File: config.mk
export PLATFORM = sky130hd
export DESIGN_NAME = avalon_data_master
export DESIGN_NICKNAME = d
export VERILOG_FILES = /design/src/rtl/avalon_data_master.sv
export SDC_FILE = /design/constraint.sdc
export NUM_CORES = 1
export LEC_CHECK = 0
export ABC_AREA = 0
export BUFFER_PORTS_ARGS = -buffer_cell sky130_fd_sc_hd__clkbuf_2
export CAP_MARGIN = 25
export CORE_MARGIN = 2
export CORE_UTILIZATION = 45
export CTS_BUF_LIST = sky130_fd_sc_hd__clkbuf_8
export CTS_CLUSTER_DIAMETER = 80
export DETAILED_ROUTE_END_ITERATION = 6
export PLACE_DENSITY = 0.79
export SYNTH_ARGS = -nofsm -noshare
export SYNTH_HDL_FRONTEND = slang
export SYNTH_SLANG_ARGS = --single-unit
File: constraint.sdc
create_clock -name clk -period 1.5 [get_ports clk]
set_input_delay 0.075 -clock clk [delete_from_list [all_inputs] [get_ports clk]]
set_output_delay 0.075 -clock clk [all_outputs]
set_load 0.02 [all_outputs]
File: src/rtl/avalon_data_master.sv
// Avalon-MM data master: turns one CPU load/store request into a single
// bus read or write, with waitrequest handling, a timeout, and a CPU stall.
module avalon_data_master #(
  parameter int TIMEOUT_CYCLES = 255,
  parameter int TO_W           = 8
) (
  input  logic        clk,
  input  logic        reset_n,
  input  logic        cpu_read,
  input  logic        cpu_write,
  input  logic [1:0]  cpu_size,
  input  logic [31:0] cpu_addr,
  input  logic [31:0] cpu_wdata,
  output logic [31:0] cpu_rdata,
  output logic        cpu_ack,
  output logic        cpu_err,
  output logic        clk_en,
  output logic [31:0] avm_address,
  output logic        avm_read,
  output logic        avm_write,
  output logic [3:0]  avm_byteenable,
  output logic [31:0] avm_writedata,
  input  logic [31:0] avm_readdata,
  input  logic        avm_waitrequest
);

  typedef enum logic [1:0] {IDLE, BUS, DONE} state_t;

  localparam logic [TO_W-1:0] TO_LAST = TO_W'(TIMEOUT_CYCLES - 1);

  state_t          state, state_nxt;
  logic [TO_W-1:0] to_cnt;
  logic            req, misalign, timeout;
  logic [3:0]      be_lane;
  logic [31:0]     wd_lane;

  assign req     = cpu_read | cpu_write;
  // Last permitted wait cycle: the command is abandoned on this edge.
  assign timeout = avm_waitrequest && (to_cnt == TO_LAST);

  // Alignment check and little-endian lane steering of the store data.
  always_comb begin
    misalign = 1'b0;
    be_lane  = 4'b1111;
    wd_lane  = cpu_wdata;
    case (cpu_size)
      2'b00: begin
        be_lane = 4'b0001 << cpu_addr[1:0];
        wd_lane = {24'b0, cpu_wdata[7:0]} << {cpu_addr[1:0], 3'b000};
      end
      2'b01: begin
        misalign = cpu_addr[0];
        be_lane  = 4'b0011 << cpu_addr[1:0];
        wd_lane  = {16'b0, cpu_wdata[15:0]} << {cpu_addr[1:0], 3'b000};
      end
      2'b10:   misalign = (cpu_addr[1:0] != 2'b00);
      default: ;  // size 11: word lanes, alignment forced
    endcase
  end

  // State register.
  always_ff @(posedge clk or negedge reset_n) begin
    if (!reset_n) state <= IDLE;
    else          state <= state_nxt;
  end

  // Next-state logic.
  always_comb begin
    state_nxt = state;
    case (state)
      IDLE:    if (req) state_nxt = misalign ? DONE : BUS;
      BUS:     if (!avm_waitrequest || timeout) state_nxt = DONE;
      DONE:    state_nxt = IDLE;
      default: state_nxt = IDLE;
    endcase
  end

  // Bus command, timeout counter and CPU response registers.
  always_ff @(posedge clk or negedge reset_n) begin
    if (!reset_n) begin
      avm_address    <= '0;
      avm_read       <= 1'b0;
      avm_write      <= 1'b0;
      avm_byteenable <= '0;
      avm_writedata  <= '0;
      cpu_rdata      <= '0;
      cpu_err        <= 1'b0;
      to_cnt         <= '0;
    end else begin
      case (state)
        IDLE: if (req) begin
          cpu_err <= misalign;
          if (!misalign) begin
            avm_address    <= {cpu_addr[31:2], 2'b00};
            avm_byteenable <= be_lane;
            avm_writedata  <= wd_lane;
            // A simultaneous read+write is served as a write.
            avm_write      <= cpu_write;
            avm_read       <= ~cpu_write;
          end
        end
        BUS: begin
          if (!avm_waitrequest) begin
            if (avm_read) cpu_rdata <= avm_readdata;
            avm_read  <= 1'b0;
            avm_write <= 1'b0;
            cpu_err   <= 1'b0;
          end else if (timeout) begin
            avm_read  <= 1'b0;
            avm_write <= 1'b0;
            cpu_err   <= 1'b1;
          end else begin
            to_cnt <= to_cnt + 1'b1;
          end
        end
        DONE:    to_cnt <= '0;
        default: ;
      endcase
    end
  end

  assign cpu_ack = (state == DONE);
  assign clk_en  = !(((state == IDLE) && req) || (state == BUS));

endmodule
# After elaboration in Yosys (flattened, before gate mapping)
# Cells that the tools add are included.
# W data, S select, Z words.
# op_classes
n_bitwise,4
eq_ne,11
mux,22
addsub,1
shifts,4
n_mul,0
reduce_logical,17
n_div,0
order_cmp,0
# op_table
operator,n
$pmux W32 S2,1
$shl A16 B5 Y32,1
$shl A8 B5 Y32,1
$mux W8,2
$pmux W8 S2,1
$reduce_and A3 Y1,4
$ne A2 B2 Y1 const B,5
$mux W1,9
$add A8 B1 Y8 const B,1
$eq A8 B8 Y1 const B,1
$pmux W1 S2,4
$pmux W4 S2,1
$mux W2,3
$reduce_bool A2 Y1,3
$eq A2 B1 Y1 const B,2
$eq A2 B2 Y1 const B,2
$logic_not A2 Y1,2
$pmux W2 S2,1
$reduce_and A4 Y1,1
$shl A1 B2 Y4 const A,1
$shl A2 B2 Y4 const A,1
$ne A3 B3 Y1 const B,1
$not A1 Y1,3
$logic_and A1 B1 Y1,2
4 further kinds,6
# totals
input_bits,103
word_cells,68
romBits,0
latch_bits,0
ramBits,0
reg_bits,111
n_memories,0

# Depth between registers and ports, before layout
# Gate-level depths: netlist of the first run.
# depth
depth_word,5
mapped_depth,9
mapped_depth_nobuf,6

# Worst setup path before layout of the first run
# Ideal clock, no wire load.
# synth_path
path_type,register to register
startpoint,register state[0]
endpoint,register to_cnt[7]
arrival_time_ns,1.540
path_slack_ns,-0.120
path_stages_with_launch,6
required_ns,1.420
cell_sequence,dfrtp_1 > inv_1 > ha_1 > clkbuf_1 > or4_1 > o211ai_2
# synth_via
elab_chain_len,3
word_cells_on_any_way,7
# synth_lines
element,line_no,rtl
from (decl),31,"state_t state, state_nxt;"
from (signal assigned),64,else state <= state_nxt;
$eq A2 B2 Y1 (*),--,
via cpu_ack,15,"output logic cpu_ack,"
$reduce_bool A2 Y1 (no line),--,
$reduce_and A3 Y1 (no line),--,
to (signal assigned),113,to_cnt <= to_cnt + 1'b1;
to (decl),32,logic [TO_W-1:0] to_cnt;
# The timed path passes the listed nets; every way through them passes the cells marked *.
# A chain may end at the register's enable or synchronous reset.

# Worst setup path in the final report of the first run
# layout_path
startpoint,register state[0]
endpoint,register avm_writedata[21]
# layout_via
elab_chain_len,2
# layout_lines
element,line_no,rtl
$logic_not A2 Y1,90,case (state)
$reduce_and A3 Y1 (no line),--,
to (signal assigned),96,avm_writedata <= wd_lane;
to (decl),22,"output logic [31:0] avm_writedata,"
# No other way between the ends.

==> summary.md, run 1 <==
| Metric | Value |
|---|---|
| Status | `complete, but fails checks` |
| Failing checks | `hold timing, setup timing` |
| Crit Path Max Fanout | `9` |
| Seq/Total Area, Yosys | `55.2%` |
| Number of clock buffers inserted by TritonCTS | `9` |
| Seq cells post-synth | `111` |
| Switching power | `7.20 mW` |
| Hold WS | `-0.00596 ns` |
| Worst Hold Launch | `cpu_wdata[31]` |
| Number of synthesis warnings | `0` |
| Routed met2 length | `8.87 mm` |
| Crit-path cells | `inv_2 -> ha_4 -> o21a_1 -> buf_6 -> buf_6 -> nand3_4 -> buf_12 -> clkbuf_16 -> nand2_1 -> o31ai_4` |
| Actual slew at the worst max-slew pin | `0.608 ns` |
| Pleak | `4.21 nW` |
| Ys async rst share | `100%` |
| R2R Setup Slk | `-0.25 ns` |
| Headroom to the max-slew limit | `59.5%` |
| Port-buffer cells | `205` |
| ANT nets after route | `0` |
| CP endpoint kind | `flip-flop` |
| Die Span Y | `110 µm` |
| Most used cell along the critical path | `buf_6` |
| Total GRT Usage | `27.4%` |
| Total grt overflow | `0` |
| Combinational Power Share | `56.2%` |
| # rows | `38` |
| Layout cells sized above 1 | `47.5%` |
| Min-Delay Path Class | `primary input to flip-flop` |
| Initial Util | `46.2%` |
| Switching fraction of total power | `44.6%` |
| Ports | `208` |
| Mean area per synthesized cell | `10.0 µm²` |
| Root Buffer | `clkbuf_8` |
| Setup crit start | `state[0]$_DFFE_PN0P_` |
| Final Hold Vio Count | `1` |
| Setup Skew | `0.00747 ns` |
| Clk pwr share | `10.7%` |
| Most used DFF post-synth | `dfrtp_1` |
| Worst EP required | `1.77 ns` |
| Worst-Skew Late Latency | `0.38 ns` |
| Worst r2r src | `state[0]$_DFFE_PN0P_` |
| Final setup margin | `-0.246 ns` |
| GPL Wtd Cong | `0.839` |
| Max Clk Rate | `0.573 GHz` |
| Core area | `10900 µm²` |
| Final setup fails | `112` |
| Synth Instances | `501` |
| Vias post-DR | `5220` |
| Number of synthesized flops with an enable pin | `0` |
| M1 WL | `6.74 mm` |
| Clk buf depth | `2` |
| Final period util | `116%` |
| Fin. max-slew vios | `0` |
| Critical path arrival | `2.01 ns` |
| RSZ-0062 raised after global routing | `yes` |
| TritonCTS clock tree | `done` |
| Synth cell types | `49` |
| DR WL met3 | `1.17 mm` |
| Nets | `941` |
| Final HPWL DP | `10.2 mm` |
| # Max-Cap Violations | `0` |
| Post-Route WL | `17.5 mm` |
| Clock transition at path regs | `0.10 ns` |
| Initial antenna violation count | `1` |
| Fillers | `645` |
| Worst path bufs/invs | `5` |
| Final Util | `76.2%` |
| Chip width | `110 µm` |
| Critical path class | `flip-flop to flip-flop` |
| P_int | `8.96 mW` |
| DRT iter0 DRCs | `397` |
| Final Critical Period | `1.75 ns` |
| Via density | `5.35` |
| Startpoint type of the worst setup path | `flip-flop` |
| CP top delay family | `buffers and inverters` |
| # H-tree levels | `3` |
| Area growth syn-to-layout | `64.8%` |
| CP max stage cell | `dfrtp_2` |
| Max VDD drop | `1.23 mV` |
| Top Metal Used | `met4` |
| Detailed Routing Iterations Pass 1 | `5` |
| PD cells | `1950 nW/µm²` |
| Total die area | `12000 µm²` |
| Cell Area, Synth | `5030 µm²` |
| Largest net degree at the start of global routing | `112` |
| Sequential fraction of design power | `33.1%` |
| Global-route wire length before repair | `25.2 mm` |
| Vias in the first global route | `5151` |
| DRC Markers | `0` |
| Wirelength per Cell | `17.9 µm` |
| Critical Path Max Stage Delay | `0.44 ns` |
| CTS Sinks | `111` |
synthesized netlist by cell type (2+ instances only):
library cell / n / area [µm²]
o2bb2ai_1: 2 / 17.5
buf_4: 5 / 37.5
o31ai_1: 13 / 97.6
a21oi_1: 4 / 20.0
a22o_1: 6 / 52.6
dfrtp_1: 111 / 2780
o211ai_1: 4 / 30.0
buf_2: 16 / 80.1
nand2b_1: 2 / 12.5
a22oi_1: 7 / 52.6
inv_1: 7 / 26.3
mux2_2: 35 / 394
clkbuf_1: 11 / 41.3
ha_1: 9 / 113
a211oi_1: 8 / 60.1
nand3_1: 22 / 110
nor2_1: 22 / 82.6
nor2b_1: 5 / 31.3
a2bb2oi_1: 4 / 35.0
and2_1: 6 / 37.5
o21ai_0: 27 / 135
nand4_1: 2 / 12.5
nand2_1: 138 / 518
a31oi_1: 10 / 62.6
routing by layer:
| layer | vias to the layer above | GRT usage [%] |
|---|---|---|
| met4 | 0 | 16.1 |
| met3 | 59 | 5.22 |
| met5 | - | 0 |
| met1 | 2541 | 32.3 |
| met2 | 249 | 46.5 |
| li1 | 2371 | - |
cells by family (layout without fill, tap and decap cells):
family | after synthesis | count (layout) | synth area share, %
and+or+nand+nor | 208 | 208 | 17.7
DFF | 111 | 111 | 55.2
AOI/OAI and AO/OA | 94 | 94 | 12.7
buffers and inverters | 42 | 374 | 4.05
muxes | 36 | 36 | 8.06
adders and majority gates | 9 | 9 | 2.24
other | 1 | 3 | 0.0745
metrics by stage:
| step | instances | setup TNS (ns) | power, mW | setup WS [ns] | area (µm²) |
|---|---|---|---|---|---|
| final | 975 | -18.39 | 16.2 | -0.246 | 8290 |
| after global routing | 975 | -24.37 | 17.0 | -0.297 | 8290 |
| after CTS | 968 | -10.89 | 14.9 | -0.170 | 7880 |
| after detailed placement | 850 | -6.25 | 12.1 | -0.163 | 6460 |
| after global placement | 850 | -1.01 | 11.9 | -0.0731 | 6460 |
| after floorplan | 502 | -0.162 | 9.48 | -0.0288 | 5120 |
final cells by class:
class / count / area, µm² / area share, %
flip-flops and latches: 111 / 2780 / 33.5
diodes: 1 / 2.50 / 0.0302
inverters: 8 / 32.5 / 0.392
multi-input cells: 349 / 2480 / 29.9
well taps: 140 / 175 / 2.11
clock buffers: 10 / 138 / 1.66
repair buffers: 350 / 2640 / 31.8
clock inverters: 6 / 43.8 / 0.528
power by group through the flow:
stage	logic [mW]	registers, mW	clock network (mW)
after floorplan	2.63	6.86	0
final	9.09	5.35	1.72
after detailed placement	6.86	5.28	0
after global routing	9.70	5.47	1.86
after CTS	7.98	5.21	1.74
after global placement	6.66	5.19	0
state kept, by name (all words and copies together), names as in the netlist:
signal / cells
avm_address: 30
avm_byteenable: 4
avm_read: 1
avm_write: 1
avm_writedata: 32
cpu_err: 1
cpu_rdata: 32
state: 2
to_cnt: 8
worst min-delay path, stage by stage:
cell,delay [ns]
clkbuf_2,0.08
a2bb2oi_1,0.06
o21ai_1,0.12
worst paths after layout:
kind,end,cells after the start
worst max-delay path,avm_writedata[21]$_DFFE_PN0P_,10
worst min-delay path,avm_writedata[31]$_DFFE_PN0P_,3
worst max register to register,avm_writedata[21]$_DFFE_PN0P_,10
worst min register to register,avm_address[3]$_DFFE_PN0P_,2
max in group asynchronous,cpu_rdata[16]$_DFFE_PN0P_,3
min in group asynchronous,cpu_rdata[9]$_DFFE_PN0P_,3
placed cells by master, fill, tap and decap left out, types with 6 or more instances in the layout:
cell,n
a22oi_1,7
a31oi_1,10
a211oi_1,8
nand3_1,15
clkbuf_16,6
clkbuf_8,10
nand2_2,16
dlygate4sd3_1,80
nor2_1,21
buf_4,40
a22o_1,6
nand2_1,117
nand3_2,7
o21ai_1,15
buf_12,8
o21ai_2,7
nand2_4,6
o21ai_0,6
dfrtp_1,110
mux2_2,31
o31ai_4,10
clkbuf_2,202
and2_1,6
buf_6,8
what timing repair did:
| item | CTS | global route |
|---|---|---|
| setup endpoints to repair | 111 | 113 |
| setup buffers | 17 | 8 |
| hold endpoints to repair | 190 | 0 |
| cloned | 5 | 7 |
| hold buffers | 80 | 0 |
| pin swaps | 28 | 24 |
| resized for setup | 57 | 76 |
Note: power is estimated with default switching activity, not from simulation.
==> run 2, diff against run 1 <==
--- a/config.mk
+++ b/config.mk
@@ -8,12 +8,14 @@
 export ABC_AREA = 0
 export BUFFER_PORTS_ARGS = -buffer_cell sky130_fd_sc_hd__clkbuf_2
 export CAP_MARGIN = 25
+export CELL_PAD_IN_SITES_DETAIL_PLACEMENT = 1
+export CELL_PAD_IN_SITES_GLOBAL_PLACEMENT = 2
 export CORE_MARGIN = 2
-export CORE_UTILIZATION = 45
+export CORE_UTILIZATION = 29
 export CTS_BUF_LIST = sky130_fd_sc_hd__clkbuf_8
 export CTS_CLUSTER_DIAMETER = 80
 export DETAILED_ROUTE_END_ITERATION = 6
-export PLACE_DENSITY = 0.79
+export PLACE_DENSITY_LB_ADDON = 0.1
 export SYNTH_ARGS = -nofsm -noshare
 export SYNTH_HDL_FRONTEND = slang
 export SYNTH_SLANG_ARGS = --single-unit
==> constraint.sdc (replaced) <==
create_clock -name clk -period 1.65 [get_ports clk]
set_input_delay 0.0825 -clock clk [delete_from_list [all_inputs] [get_ports clk]]
set_output_delay 0.0825 -clock clk [all_outputs]
set_load 0.02 [all_outputs]
==> run 2 against run 1 <==
  * The flow now finishes without violations
  * First-iteration DRC count shrank 64%
  * Clock-buffer cell count did not move
  * Maximum frequency rose by 8.4%
  * Critical endpoint is now avm_writedata[15]$_DFFE_PN0P_
  * Setup slack better by 0.29 ns
  * Wire length shrank 1.8%
  * Total power down 19%
  * Clock power about the same
  * Register-to-register slack gained 0.29 ns
  * Largest cell class unchanged
  * Sequential share of layout area grew 2.9 points
==> summary.md, run 2 (same netlist as run 1, synthesis figures left out) <==
| Metric | Value |
|---|---|
| Via density | `4.62` |
| CTS Sinks | `111` |
| Final Hold Vio Count | `0` |
| Critical path class | `flip-flop to flip-flop` |
| CP max stage cell | `dfrtp_1` |
| Clock transition at path regs | `0.12 ns` |
| Largest regs | `avm_writedata x32, cpu_rdata x32, avm_address x30` |
| Wirelength per Cell | `16.7 µm` |
| Actual slew at the worst max-slew pin | `0.558 ns` |
| Initial antenna violation count | `0` |
| Status | `finished, final reports clean` |
| Final setup fails | `0` |
| PD cells | `1710 nW/µm²` |
| # H-tree levels | `3` |
| Worst EP required | `1.93 ns` |
| Fillers | `2001` |
| Final HPWL DP | `12.2 mm` |
| Fin. max-slew vios | `0` |
| Clk buf depth | `2` |
| Setup Skew | `0.0143 ns` |
| Worst path bufs/invs | `1` |
| Worst-Skew Late Latency | `0.40 ns` |
| Die Span Y | `136 µm` |
| Critical path arrival | `1.89 ns` |
| DR WL met3 | `739 µm` |
| # rows | `48` |
| M1 WL | `7.75 mm` |
| Most frequent cells in the layout | `clkbuf_2 (203), nand2_1 (138), dfrtp_1 (111), dlygate4sd3_1 (82), mux2_2 (32)` |
| Pleak | `3.88 nW` |
| Top Metal Used | `met4` |
| Headroom to the max-slew limit | `62.7%` |
| Nets | `909` |
| DRT iter0 DRCs | `142` |
| Total grt overflow | `0` |
| Commonest non-fill, non-tap cell in the layout | `clkbuf_2` |
| Routed met2 length | `8.39 mm` |
| Area growth syn-to-layout | `51.6%` |
| Post-Route WL | `17.2 mm` |
| Global-route wire length before repair | `27.0 mm` |
| Critical Path Max Stage Delay | `0.45 ns` |
| Crit Path Max Fanout | `8` |
| Min-Delay Path Class | `primary input to flip-flop` |
| TritonCTS clock tree | `done` |
| Startpoint type of the worst setup path | `flip-flop` |
| Total GRT Usage | `18.8%` |
| ANT nets after route | `0` |
| Vias post-DR | `4741` |
| Final period util | `97.6%` |
| Worst Hold Launch | `cpu_wdata[8]` |
| Vias in the first global route | `5087` |
| Worst r2r src | `state[0]$_DFFE_PN0P_` |
| Ports | `208` |
| # diodes | `0` |
| Crit-path cells | `inv_2 -> ha_4 -> o21a_4 -> and3_4 -> mux2_2` |
| GPL Wtd Cong | `0.788` |
| Root Buffer | `clkbuf_8` |
| Core area | `17100 µm²` |
| Number of clock buffers inserted by TritonCTS | `9` |
| Largest net degree at the start of global routing | `39` |
| Port-buffer cells | `205` |
| Final Util | `44.6%` |
| Chip width | `136 µm` |
| Initial Util | `29.4%` |
| CP top delay family | `flip-flops` |
| DRC Markers | `0` |
| Detailed Routing Iterations Pass 1 | `4` |
| RSZ-0062 raised after global routing | `yes` |
| # Max-Cap Violations | `0` |
| Layout cells sized above 1 | `38.2%` |
| Max Clk Rate | `0.621 GHz` |
| Total die area | `18400 µm²` |
| Setup crit start | `state[0]$_DFFE_PN0P_` |
| Hold WS | `0.0418 ns` |
| CP endpoint kind | `flip-flop` |
| Max VDD drop | `0.673 mV` |
| Power consumption | `13.0 mW` |
| Final Critical Period | `1.61 ns` |
## run 2: worst register-to-register path: stages (launching register included)
cell	delay (ns)
dfrtp_1	0.45
inv_2	0.11
ha_4	0.15
o21a_4	0.15
and3_4	0.30
mux2_2	0.35
## run 2: metal layers
metal,vias to the layer above,global-route usage (%)
li1,2294,-
met2,126,32.1
met1,2304,24.4
met5,-,0
met3,17,2.62
met4,0,6.48
## run 2: path summary, 6_finish.rpt
kind / end / slack, ns / cells past startpoint
max: avm_writedata[15]$_DFFE_PN0P_ / 0.04 / 5
min: avm_writedata[8]$_DFFE_PN0P_ / 0.04 / 3
max reg2reg: avm_writedata[15]$_DFFE_PN0P_ / 0.04 / 5
min reg2reg: avm_writedata[4]$_DFFE_PN0P_ / 0.48 / 2
max in group asynchronous: avm_writedata[20]$_DFFE_PN0P_ / 0.96 / 3
min in group asynchronous: avm_write$_DFFE_PN0P_ / 0.15 / 2
## run 2: final cells by class
| class | count | area (µm²) | share of cell area [%] |
|---|---|---|---|
| clock buffer | 10 | 138 | 1.80 |
| clock inverter | 6 | 62.6 | 0.820 |
| inverter | 8 | 30.0 | 0.394 |
| multi-input combinational | 349 | 2130 | 27.9 |
| sequential | 111 | 2780 | 36.4 |
| tap | 225 | 282 | 3.69 |
| timing repair buffer | 318 | 2210 | 29.0 |
## run 2: where the power goes
part	total (mW)	leakage [nW]	internal [mW]	switching (mW)
clock network	1.70	0.102	0.633	1.07
logic	6.59	2.39	2.58	4.01
registers	4.74	1.39	4.00	0.744
total	13.0	3.88	7.21	5.82
## run 2: repair_timing
action,CTS,global route
setup buffers,0,2
pin swaps,0,3
cloned,0,2
endpoints found under the setup margin,54,74
hold buffers,82,0
hold endpoints to repair,192,0
resized for setup,8,11
## run 2: per-stage QoR
step / TNS (ns) / setup slack (ns) / std cells / instance area [µm²]
floorplan: 0 / 0.0297 / 502 / 5040
global placement: -0.892 / -0.0596 / 925 / 6480
detailed placement: -3.15 / -0.109 / 925 / 6480
CTS: 0 / 0.0167 / 1023 / 7520
global route: -0.221 / -0.0640 / 1027 / 7630
finish: 0 / 0.0395 / 1027 / 7630
==> run 3, diff against run 2 <==
==> constraint.sdc (replaced) <==
create_clock -name clk -period 1.7 [get_ports clk]
set_input_delay 0.085 -clock clk [delete_from_list [all_inputs] [get_ports clk]]
set_output_delay 0.085 -clock clk [all_outputs]
set_load 0.02 [all_outputs]
==> run 3 against run 2 <==
  * Sequential cell count is the same
  * Sequential power shrank 3%
  * Design area is essentially flat
  * First-iteration DRC count shrank 2.8%
  * Clock power shrank 3%
  * Clock-buffer cell count is the same
  * Cell count grew 0.19%
  * Global-route usage shrank 0.30 points
  * Setup slack gained 0.0026 ns
  * Critical path type unchanged
  * Critical endpoint is now cpu_rdata[23]$_DFFE_PN0P_
  * Largest cell class unchanged
  * Largest power group unchanged
==> summary.md, run 3 (same netlist as run 1, synthesis figures left out) <==
| Metric | Value |
|---|---|
| Wirelength per Cell | `17.0 µm` |
| Detailed Routing Iterations Pass 1 | `4` |
| Final Hold Vio Count | `0` |
| Critical Path Max Stage Delay | `0.40 ns` |
| ANT nets after route | `0` |
| # rows | `48` |
| Commonest non-fill, non-tap cell in the layout | `clkbuf_2` |
| Status | `finished, final reports clean` |
| Critical path arrival | `1.95 ns` |
| Via density | `4.61` |
| Clk pwr share | `13.0%` |
| Hold depth | `4` |
| Total grt overflow | `0` |
| Global-route wire length before repair | `26.3 mm` |
| Final setup TNS | `0 ns` |
| Post-Route WL | `17.5 mm` |
| GPL Wtd Cong | `0.793` |
| Most frequent cells in the layout | `clkbuf_2 (204), nand2_1 (138), dfrtp_1 (111), dlygate4sd3_1 (82), mux2_2 (35)` |
| # H-tree levels | `3` |
| R2R depth | `7` |
| Fin. max-slew vios | `0` |
| Worst EP required | `1.99 ns` |
| Initial Util | `29.4%` |
| R2R Setup Slk | `0.04 ns` |
| Sequential Area | `2780 µm²` |
| Worst Hold Launch | `cpu_wdata[25]` |
| Crit-path cells | `inv_1 -> ha_2 -> inv_2 -> nor2_2 -> nand2_2 -> buf_12 -> mux2_1` |
| Crit Path Max Fanout | `32` |
| Final setup fails | `0` |
| Pleak | `3.89 nW` |
| Max Clk Rate | `0.603 GHz` |
| Min-Delay Path Class | `primary input to flip-flop` |
| Setup crit start | `state[1]$_DFFE_PN0P_` |
| Hold Path End | `avm_writedata[25]$_DFFE_PN0P_` |
| DRT iter0 DRCs | `138` |
| Total GRT Usage | `18.5%` |
| Number of clock buffers inserted by TritonCTS | `9` |
| Fillers | `1996` |
| Die Span Y | `136 µm` |
| P_int | `7.04 mW` |
| Worst-Skew Late Latency | `0.39 ns` |
| CP endpoint kind | `flip-flop` |
| Vias in the first global route | `4954` |
| Worst reg2reg path endpoint | `cpu_rdata[23]$_DFFE_PN0P_` |
| Core area | `17100 µm²` |
| Startpoint type of the worst setup path | `flip-flop` |
| Root Buffer | `clkbuf_8` |
| Vias post-DR | `4746` |
| Headroom to the max-slew limit | `54.7%` |
| Final period util | `97.5%` |
| PD cells | `1670 nW/µm²` |
| Hold WS | `0.0483 ns` |
| Switching power | `5.69 mW` |
| Worst path bufs/invs | `3` |
| Clk buf depth | `2` |
| # Max-Cap Violations | `0` |
| CTS Sinks | `111` |
| CP top delay family | `flip-flops` |
| Sequential fraction of design power | `36.1%` |
| Worst r2r src | `state[1]$_DFFE_PN0P_` |
| Area growth syn-to-layout | `51.8%` |
| Critical path class | `flip-flop to flip-flop` |
| Nets | `911` |
| Ports | `208` |
| Switching fraction of total power | `44.7%` |
| Combinational Power Share | `51.0%` |
| Chip width | `136 µm` |
| RSZ-0062 raised after global routing | `yes` |
| Clock transition at path regs | `0.12 ns` |
| Total die area | `18400 µm²` |
| Final Util | `44.6%` |
| Largest regs | `avm_writedata x32, cpu_rdata x32, avm_address x30` |
| Max VDD drop | `0.585 mV` |
| Final Critical Period | `1.66 ns` |
| Port-buffer cells | `205` |
| CP max stage cell | `dfrtp_1` |
| TritonCTS clock tree | `done` |
| DRC Markers | `0` |
| Layout cells sized above 1 | `38.1%` |
| Area of the multi-input gates | `2090 µm²` |
| Largest net degree at the start of global routing | `61` |
| Setup Skew | `0.00939 ns` |
| Final HPWL DP | `12.2 mm` |
| Initial antenna violation count | `0` |
| # diodes | `0` |
| Actual slew at the worst max-slew pin | `0.677 ns` |
## run 3: cell types whose count changed in the layout (fill, tap and decap cells not counted), moves of 2 or more
cell,delta
clkbuf_16,+3
ha_2,+2
mux2_4,-3
ha_4,-2
buf_12,-3
inv_8,+2
inv_2,-2
inv_1,+2
mux2_2,+3
## run 3: area by class of cell
| class | count | area share [%] |
|---|---|---|
| timing repair buffer | 320 | 29.6 |
| clock inverter | 6 | 0.770 |
| tap | 225 | 3.69 |
| clock buffer | 10 | 1.80 |
| inverter | 8 | 0.393 |
| sequential | 111 | 36.4 |
| multi-input combinational | 349 | 27.4 |
## run 3: power groups by stage
stage               clock, mW  combinational, mW  sequential (mW)
finish                   1.65               6.49             4.59
CTS                      1.74               6.17             4.61
global route             1.83               7.05             4.77
detailed placement          0               5.98             4.68
global placement            0               5.87             4.60
floorplan                   0               2.18             6.03
## run 3: stage by stage
stage / cells / power [mW] / cell area (µm²) / setup WS (ns)
detailed placement: 925 / 10.7 / 6450 / -0.0564
finish: 1029 / 12.7 / 7640 / 0.0421
CTS: 1023 / 12.5 / 7480 / 0.0266
global placement: 925 / 10.5 / 6450 / -0.0191
global route: 1029 / 13.6 / 7640 / -0.0581
floorplan: 502 / 8.22 / 5040 / 0.0797
## run 3: routing by layer
metal	wire length [µm]	vias to the layer above	track usage, %
met5	0	-	0
met4	342	0	7.00
met3	773	20	2.96
met2	8310	122	31.7
met1	8040	2305	23.4
li1	-	2299	-
## run 3: how the worst max path moves through the flow
stage	to	slack, ns	depth (start not counted)
after floorplan	to_cnt[7]$_DFFE_PN0P_	0.08	5
after global placement	avm_writedata[2]$_DFFE_PN0P_	-0.02	7
after detailed placement	avm_writedata[6]$_DFFE_PN0P_	-0.06	7
after CTS	avm_writedata[6]$_DFFE_PN0P_	0.03	7
after global routing	cpu_rdata[23]$_DFFE_PN0P_	-0.06	7
final	cpu_rdata[23]$_DFFE_PN0P_	0.04	7
## run 3: timing repair
action | CTS | global route
endpoints found under the hold margin | 192 | 0
cloned | 0 | 5
resized for setup | 3 | 7
hold buffers | 82 | 0
buffers inserted | 0 | 1
endpoints found under the setup margin | 44 | 84
## run 3: tightest hold or removal path: stages
cell	delay (ns)
clkbuf_2	0.07
and2_1	0.10
a31oi_1	0.04
o21ai_1	0.11
